**src/rtl/alu_arbiter.sv**
```systemverilog
// -----------------------------------------------------------------------------
// alu_arbiter
//
// Shares one external combinational ALU between two requesters. A round-robin
// arbiter grants one request at a time. The operation runs through a
// three-state sequence: IDLE (grant and latch) -> EXEC (drive the ALU, capture
// its outputs) -> RESP (hold the response until the consumer accepts it).
//
// Ports
//   clk, reset_n                 clock; synchronous active-low reset
//   reqN_valid / reqN_ready      requester handshake (N = 0,1)
//   reqN_a, reqN_b, reqN_op      requester operands and 4-bit opcode
//   alu_a, alu_b, alu_op         drive the shared ALU (zero outside EXEC)
//   alu_result, alu_zero         shared ALU outputs, captured in EXEC
//   rsp_valid / rsp_ready        response handshake
//   rsp_id                       which requester the response belongs to
//   rsp_result, rsp_zero, rsp_err  response payload (err = illegal opcode)
// -----------------------------------------------------------------------------
module alu_arbiter #(
   parameter int WIDTH = 64
) (
   input  logic             clk,
   input  logic             reset_n,

   input  logic             req0_valid,
   output logic             req0_ready,
   input  logic [WIDTH-1:0] req0_a,
   input  logic [WIDTH-1:0] req0_b,
   input  logic [3:0]       req0_op,

   input  logic             req1_valid,
   output logic             req1_ready,
   input  logic [WIDTH-1:0] req1_a,
   input  logic [WIDTH-1:0] req1_b,
   input  logic [3:0]       req1_op,

   output logic [WIDTH-1:0] alu_a,
   output logic [WIDTH-1:0] alu_b,
   output logic [3:0]       alu_op,
   input  logic [WIDTH-1:0] alu_result,
   input  logic             alu_zero,

   output logic             rsp_valid,
   input  logic             rsp_ready,
   output logic             rsp_id,
   output logic [WIDTH-1:0] rsp_result,
   output logic             rsp_zero,
   output logic             rsp_err
);

   typedef enum logic [1:0] {
      IDLE = 2'd0,
      EXEC = 2'd1,
      RESP = 2'd2
   } state_t;

   state_t state, state_nxt;

   logic             ptr;        // requester that wins when both are valid
   logic             any_valid;
   logic             grant_id;
   logic             grant;

   logic [WIDTH-1:0] lat_a;
   logic [WIDTH-1:0] lat_b;
   logic [3:0]       lat_op;
   logic             lat_id;
   logic             lat_legal;

   function automatic logic is_legal(input logic [3:0] op);
      case (op)
         4'b0000, 4'b0001, 4'b0010, 4'b0110, 4'b1100, 4'b0100: is_legal = 1'b1;
         default:                                               is_legal = 1'b0;
      endcase
   endfunction

   assign any_valid = req0_valid | req1_valid;
   // Contention goes to the pointer; otherwise the lone valid requester wins.
   assign grant_id  = (req0_valid && req1_valid) ? ptr : req1_valid;
   assign grant     = (state == IDLE) && any_valid && reset_n;
   assign lat_legal = is_legal(lat_op);

   // NOTE: every output of this block gets a default first, so no path through
   // the case statement can leave a signal unassigned and infer a latch.
   always_comb begin
      state_nxt  = state;
      req0_ready = 1'b0;
      req1_ready = 1'b0;
      alu_a      = '0;
      alu_b      = '0;
      alu_op     = 4'b0000;
      rsp_valid  = 1'b0;

      case (state)
         IDLE: begin
            if (any_valid) begin
               req0_ready = ~grant_id;
               req1_ready = grant_id;
               state_nxt  = EXEC;
            end
         end
         EXEC: begin
            // Illegal opcodes leave the ALU inputs at their idle zero values.
            if (lat_legal) begin
               alu_a  = lat_a;
               alu_b  = lat_b;
               alu_op = lat_op;
            end
            state_nxt = RESP;
         end
         RESP: begin
            rsp_valid = 1'b1;
            if (rsp_ready) state_nxt = IDLE;
         end
         default: state_nxt = IDLE;
      endcase

      // Reset overrides the handshake and the ALU drive in the same cycle.
      if (!reset_n) begin
         req0_ready = 1'b0;
         req1_ready = 1'b0;
         alu_a      = '0;
         alu_b      = '0;
         alu_op     = 4'b0000;
      end
   end

   // NOTE: sequential state uses non-blocking assignments so every register
   // samples pre-edge values regardless of statement order.
   always_ff @(posedge clk) begin
      if (!reset_n) begin
         state      <= IDLE;
         ptr        <= 1'b0;
         rsp_id     <= 1'b0;
         rsp_result <= '0;
         rsp_zero   <= 1'b0;
         rsp_err    <= 1'b0;
      end else begin
         state <= state_nxt;
         if (grant) ptr <= ~grant_id;
         if (state == EXEC) begin
            rsp_id <= lat_id;
            if (lat_legal) begin
               rsp_result <= alu_result;
               rsp_zero   <= alu_zero;
               rsp_err    <= 1'b0;
            end else begin
               rsp_result <= '0;
               rsp_zero   <= 1'b1;
               rsp_err    <= 1'b1;
            end
         end
      end
   end

   // NOTE: the operand latches carry no reset; they are always written at a
   // grant before EXEC ever reads them, so resetting them buys nothing.
   always_ff @(posedge clk) begin
      if (grant) begin
         lat_id <= grant_id;
         lat_a  <= grant_id ? req1_a  : req0_a;
         lat_b  <= grant_id ? req1_b  : req0_b;
         lat_op <= grant_id ? req1_op : req0_op;
      end
   end

endmodule

```
**config.mk**
```make
export PLATFORM = sky130hd
export DESIGN_NAME = alu_arbiter
export DESIGN_NICKNAME = d
export VERILOG_FILES = /design/src/rtl/alu_arbiter.sv
export SDC_FILE = /design/constraint.sdc
export NUM_CORES = 1
export LEC_CHECK = 0
export BUFFER_PORTS_ARGS = -buffer_cell sky130_fd_sc_hd__clkbuf_2
export CAP_MARGIN = 20
export CORE_ASPECT_RATIO = 0.6
export CORE_MARGIN = 2
export CORE_UTILIZATION = 25
export DETAILED_ROUTE_END_ITERATION = 8
export GPL_TIMING_DRIVEN = 0
export HOLD_SLACK_MARGIN = 0.05
export PLACE_DENSITY = 0.48
export REMOVE_ABC_BUFFERS = 1
export SYNTH_ARGS = -nofsm -noshare
export SYNTH_HDL_FRONTEND = slang
export SYNTH_SLANG_ARGS = --single-unit
```
**constraint.sdc**
```tcl
create_clock -name clk -period 9.4 [get_ports clk]
set_input_delay 0.94 -clock clk [delete_from_list [all_inputs] [get_ports clk]]
set_output_delay 0.94 -clock clk [all_outputs]
set_load 0.02 [all_outputs]
```
==> results of run 1 <==
==> registers in the layout, indices dropped and copies added (netlist names) <==
| register | count |
|---|---|
| rsp_id | 1 |
| rsp_zero | 1 |
| lat_a | 64 |
| ptr | 1 |
| lat_id | 1 |
| lat_b | 64 |
| rsp_result | 64 |
| state | 2 |
| lat_op | 4 |
| rsp_err | 1 |
==> where the power goes <==
part / leakage [nW] / switching [mW] / internal, mW
Combinational: 3.67 / 0.145 / 0.150
Sequential: 1.81 / 0.0144 / 1.02
Clock: 0.329 / 0.363 / 0.462
==> layout by cell type, fill, tap and decap left out, types with 3 or more instances in the layout <==
cell type	count
dfxtp_1	70
edfxtp_1	133
and2_1	129
mux2_2	133
clkinv_2	5
buf_8	7
inv_1	5
clkbuf_16	21
buf_16	6
o21ai_0	3
nor2b_1	3
clkbuf_2	535
a22o_1	64
clkbuf_8	3
nor3_1	3
buf_12	4
==> layer usage <==
layer | GRT usage, % | routed length, µm
met5 | 0 | 61
met4 | 3.17 | 537
met3 | 6.82 | 2990
met2 | 26.6 | 14300
met1 | 17.9 | 11400
==> path summary, 6_finish.rpt <==
check / cells past startpoint / end
worst max-delay path: 10 / alu_b[16]
worst min-delay path: 2 / ptr
worst max register to register: 6 / lat_a[1]
worst min register to register: 2 / ptr
==> final cells by class <==
class / count / area (µm²)
sequential: 203 / 5400
timing repair buffer: 552 / 3030
clock buffer: 26 / 574
clock inverter: 11 / 85.1
fill: 3390 / 21300
multi-input combinational: 353 / 3070
inverter: 6 / 27.5
tap: 459 / 574
==> worst max-delay path: cells and delay by family <==
kind | cells | cell delay (ns)
AND/OR/NAND/NOR | 2 | 0.34
buffers and inverters | 7 | 1.27
AO/OA/AOI/OAI | 1 | 0.54
==> logic make-up after synthesis <==
family          Yosys count  synth area share, %
flops                   203                 61.8
simple gates            145                 10.3
mux                     135                 17.4
compound gates           73                 7.27
buf+inv                  49                 3.15
==> metrics by stage <==
| stage | power, mW | setup TNS [ns] | std cells | instance area, µm² | util, % |
|---|---|---|---|---|---|
| after global routing | 2.26 | 0 | 1610 | 12800 | 37.5 |
| after CTS | 2.20 | 0 | 1610 | 12800 | 37.5 |
| final | 2.16 | 0 | 1610 | 12800 | 37.5 |
| after global placement | 1.39 | -1103.03 | 1556 | 11700 | 34.5 |
| after detailed placement | 1.36 | 0 | 1573 | 12100 | 35.6 |
| after floorplan | 1.24 | -355.84 | 562 | 8470 | - |
==> results.ini, run 1 <==
[floorplanning]
ios=536
fp.dieH_um=149
start_util_pct=25.6
core_area_mm2=0.0340
rows=52
die_x_um=245
die_area_mm2=0.0365

[clocking]
cts_buffers=21
ctsRootBufferMaster=clkbuf_16
htree_levels=1
cts_resized=0
clk_pin_slew_ns=0.06
postCtsHoldBufs=0
clock-sinks=203
post_cts_buffers=0
cts_buffer_depth=3
clk_latency_ns=0.51
cts_tree=built

[global_route]
overflow=0
track_usage_pct=15.5
grt_start_max_net_pins=80
antenna_found_initial=5
grt_pass1_vias=6774
grt_pass1_wl_um=42400

[sta]
fmax_ghz=0.245
rsz0062_at_grt=no
setup_viol=0
slew_violations=0
fin_skew_ns=0.0185
period_share_pct=43.4
finalHoldViolCount=0
maxSlewHeadroom_pct=43.3
fin_crit_ns=4.08
whs_ns=0.465
fin_ws_ns=5.32
max_slew.worst_pin.slew_ns=0.842

[setup_path]
crit_chain=clkbuf_2, nand3b_2, a211oi_4, buf_8, buf_8, buf_8, buf_8, buf_8, and2_1, clkbuf_2
crit_path_frequent_cell=buf_8
slowest_delay_ns=0.54
crit_type=in -> out
start_kind=primary input
end_kind=output pin
crit_arrival_ns=3.14
rr_startpoint=ptr
cp_slowest_cell=a211oi_4
crit_fanout=27
worstPathRequired_ns=8.46
r2r_slack_ns=7.04
crit_path_start=reset_n

[synthesis]
synth_cell_types=28
synth_flop_cell=edfxtp_1
synth_top_area_share_pct=45.8
ys_async_sr_fraction_pct=0
yosys_register_bits=203
ys_seq_area_share_pct=61.8
yosys_warnings=0
yosysTopAreaCell=edfxtp_1
synth_area_leaders=edfxtp_1 46%, mux2_2 17%, dfxtp_1 16%, and2_1 9.2%, a22o_1 6.4%
avgSynthCellArea_um2=14.4
synth_common_cells=133 x edfxtp_1, 133 x mux2_2, 129 x and2_1, 70 x dfxtp_1, 64 x a22o_1
synthCells=605
synth_area_mm2=0.00872
synth_edf_count=133

[drt]
dr.pass1.iters=4
wl_um=29300
via_per_inst=4.21
drc_errors=0
initialDrtViolationCount=282
vias=6771
drtAntennaViolNets=0
avgRoutedWirePerCell_um=18.2

[placed_design]
dp_slack_ns=5.28
gp_routability_congestion=0.793
port_buffers=535
dpl.hpwl_um=23200

[final_layout]
drive_gt1_share_pct=62.8
syn_to_final_growth_pct=46.2
fin_nets=1471
n_antenna_cell=0

[run]
cap_violations=0

[power_and_ir_drop]
power-per-cell-area_mw_per_mm2=169
ir_drop_v=0.000108
leakage_nw=5.81

[run_status]
status=complete, no violations

[hold_path]
hold_start=ptr
hold_path_class=reg -> reg

Power figures use the tool's default switching activity.
==> inputs of run 2 (changes only) <==
Clock period 9.4 ns to 3.86 ns, I/O delays scaled along.
==> run 2 against run 1 <==
  * Cell area rose by 0.16%
  * Combinational power grew 140%
  * Sequential cell count unchanged
  * Critical endpoint unchanged
  * Total power is 140% higher
  * Count of clock-buffer cells in the layout is the same
  * Critical path type is now reg -> out
  * Non-clock buffer count is 2 higher
  * Clock skew barely moved
  * Via count about the same
  * Global-route usage about the same
  * Core utilization grew 0.059 points
  * Largest cell class unchanged
  * Sequential share of layout area decreased by 0.067 points
  * Sequential power increased by 140%
==> results.ini, run 2 (same netlist as run 1, synthesis figures left out) <==
[sta]
setup_viol=0
maxSlewHeadroom_pct=43.6
fin_skew_ns=0.0182
fmax_ghz=0.288
finalHoldViolCount=0
max_slew.worst_pin.slew_ns=0.837
rsz0062_at_grt=no
slew_violations=0
fin_tns_setup_ns=0
period_share_pct=90.0
fin_crit_ns=3.47

[setup_path]
end_kind=output pin
crit_chain=or2_1, a211oi_4, buf_8, buf_8, buf_8, buf_8, buf_8, and2_1, clkbuf_2
cp_top_family=buffers and inverters
crit_type=reg -> out
rr_startpoint=ptr
start_kind=register
worst-path-buf-inv=6
cp_slowest_cell=a211oi_4
crit_arrival_ns=3.09
crit_path_frequent_cell=buf_8
reg2reg_to=lat_a[1]
crit_fanout=27
slowest_delay_ns=0.54
r2r_slack_ns=1.50
worstPathRequired_ns=3.47
reg2reg_depth=6

[drt]
via_per_inst=4.20
initialDrtViolationCount=295
drc_errors=0
vias=6775
dr.pass1.iters=4
drtAntennaViolNets=0
avgRoutedWirePerCell_um=18.2
wl_um=29300

[hold_path]
whs_path_depth=2
worstHoldEndpoint=rsp_result[47]
hold_start=alu_result[47]
hold_path_class=in -> reg

[clocking]
post_cts_buffers=0
clk_pin_slew_ns=0.07
htree_levels=1
cts_tree=built
cts_buffer_depth=3
cts_resized=0
clock-sinks=203
cts_buffers=21
ctsRootBufferMaster=clkbuf_16
postCtsHoldBufs=2
clk_latency_ns=0.51

[placed_design]
dp_cells=1573
port_buffers=535
gp_routability_congestion=0.793
dpl.hpwl_um=23200

[global_route]
track_usage_pct=15.5
grt_start_max_net_pins=80
grt_pass1_vias=6790
antenna_found_initial=5
overflow=0
grt_pass1_wl_um=42500

[final_layout]
drive_gt1_share_pct=62.7
syn_to_final_growth_pct=46.5
top_regs=lat_a: 64 flops, lat_b: 64 flops, rsp_result: 64 flops
finish.utilization_pct=37.5
mostFrequentLayoutCell=clkbuf_2
nFillCells=3388
n_antenna_cell=0
stdcell_count=1612
final_cell_mix=535 x clkbuf_2, 133 x mux2_2, 133 x edfxtp_1, 129 x and2_1, 70 x dfxtp_1
fin_nets=1473

[power_and_ir_drop]
power.switching_mw=1.27
ir_drop_v=0.000263
power-per-cell-area_mw_per_mm2=411
p_comb_share_pct=13.7
switching_share_pct=24.2
seqPwrFrac_pct=48.1
intPower_mw=3.98
leakage_nw=5.82
clkPwrFrac_pct=38.2

[floorplanning]
start_util_pct=25.6
die_x_um=245
rows=52
core_area_mm2=0.0340
die_area_mm2=0.0365
fp.dieH_um=149
ios=536

[run_status]
status=complete, no violations

[run]
cap_violations=0

## run 2: cell types whose count changed in the layout (fill, tap and decap cells not counted)
cell and delta:
dlygate4sd3_1 +2
## run 2: routing by layer
metal,global-route usage (%),share of wire (%),vias up
met5,0,0.21,-
met4,3.17,1.8,10
met3,6.73,10,41
met2,26.6,49,262
met1,17.9,39,3178
li1,-,-,3284
## run 2: final cells by class
cell class	count	area, µm²	area share (%)
sequential	203	5400	42.2
timing repair buffer	554	3050	23.9
inverter	6	27.5	0.215
clock buffer	26	574	4.49
tap	459	574	4.49
clock inverter	11	85.1	0.666
multi-input combinational	353	3070	24.1
## run 2: worst max-delay path by stage
stage          cells after the start  slack, ns   endpoint       start
3_5_place_dp                      10       0.85  alu_b[33]     reset_n
6_report                           9       0.39  alu_b[16]   lat_op[0]
2_1_floorplan                      1      -8.22     lat_id  req1_valid
4_1_cts                            9       0.29  alu_b[33]   lat_op[0]
5_1_grt                            9       0.14  alu_b[33]   lat_op[3]
3_3_place_gp                       2     -13.95     lat_id  req0_valid
## run 2: power by group through the flow
stage | combinational (mW) | clock (mW) | sequential [mW]
3_3_place_gp | 0.791 | 0 | 2.59
5_1_grt | 0.786 | 2.18 | 2.54
4_1_cts | 0.738 | 2.09 | 2.53
2_1_floorplan | 0.413 | 0 | 2.61
6_report | 0.721 | 2.01 | 2.52
3_5_place_dp | 0.732 | 0 | 2.57
## run 2: per-stage QoR
stage	hold slack, ns	setup WS (ns)	area [µm²]	total power [mW]
final	0.0833	0.385	12800	5.25
after detailed placement	0.457	0.849	12100	3.30
after floorplan	0.439	-8.22	8470	3.02
after CTS	0.0501	0.295	12800	5.36
after global placement	0.450	-13.95	11700	3.38
after global routing	0.0515	0.137	12800	5.50
## run 2: worst register-to-register path, stage by stage, from the launching register on
cell and delay, ns:
dfxtp_1 0.33, inv_1 0.07, a21boi_4 0.59, buf_12 0.27
buf_16 0.19, buf_12 0.21, mux2_2 0.44
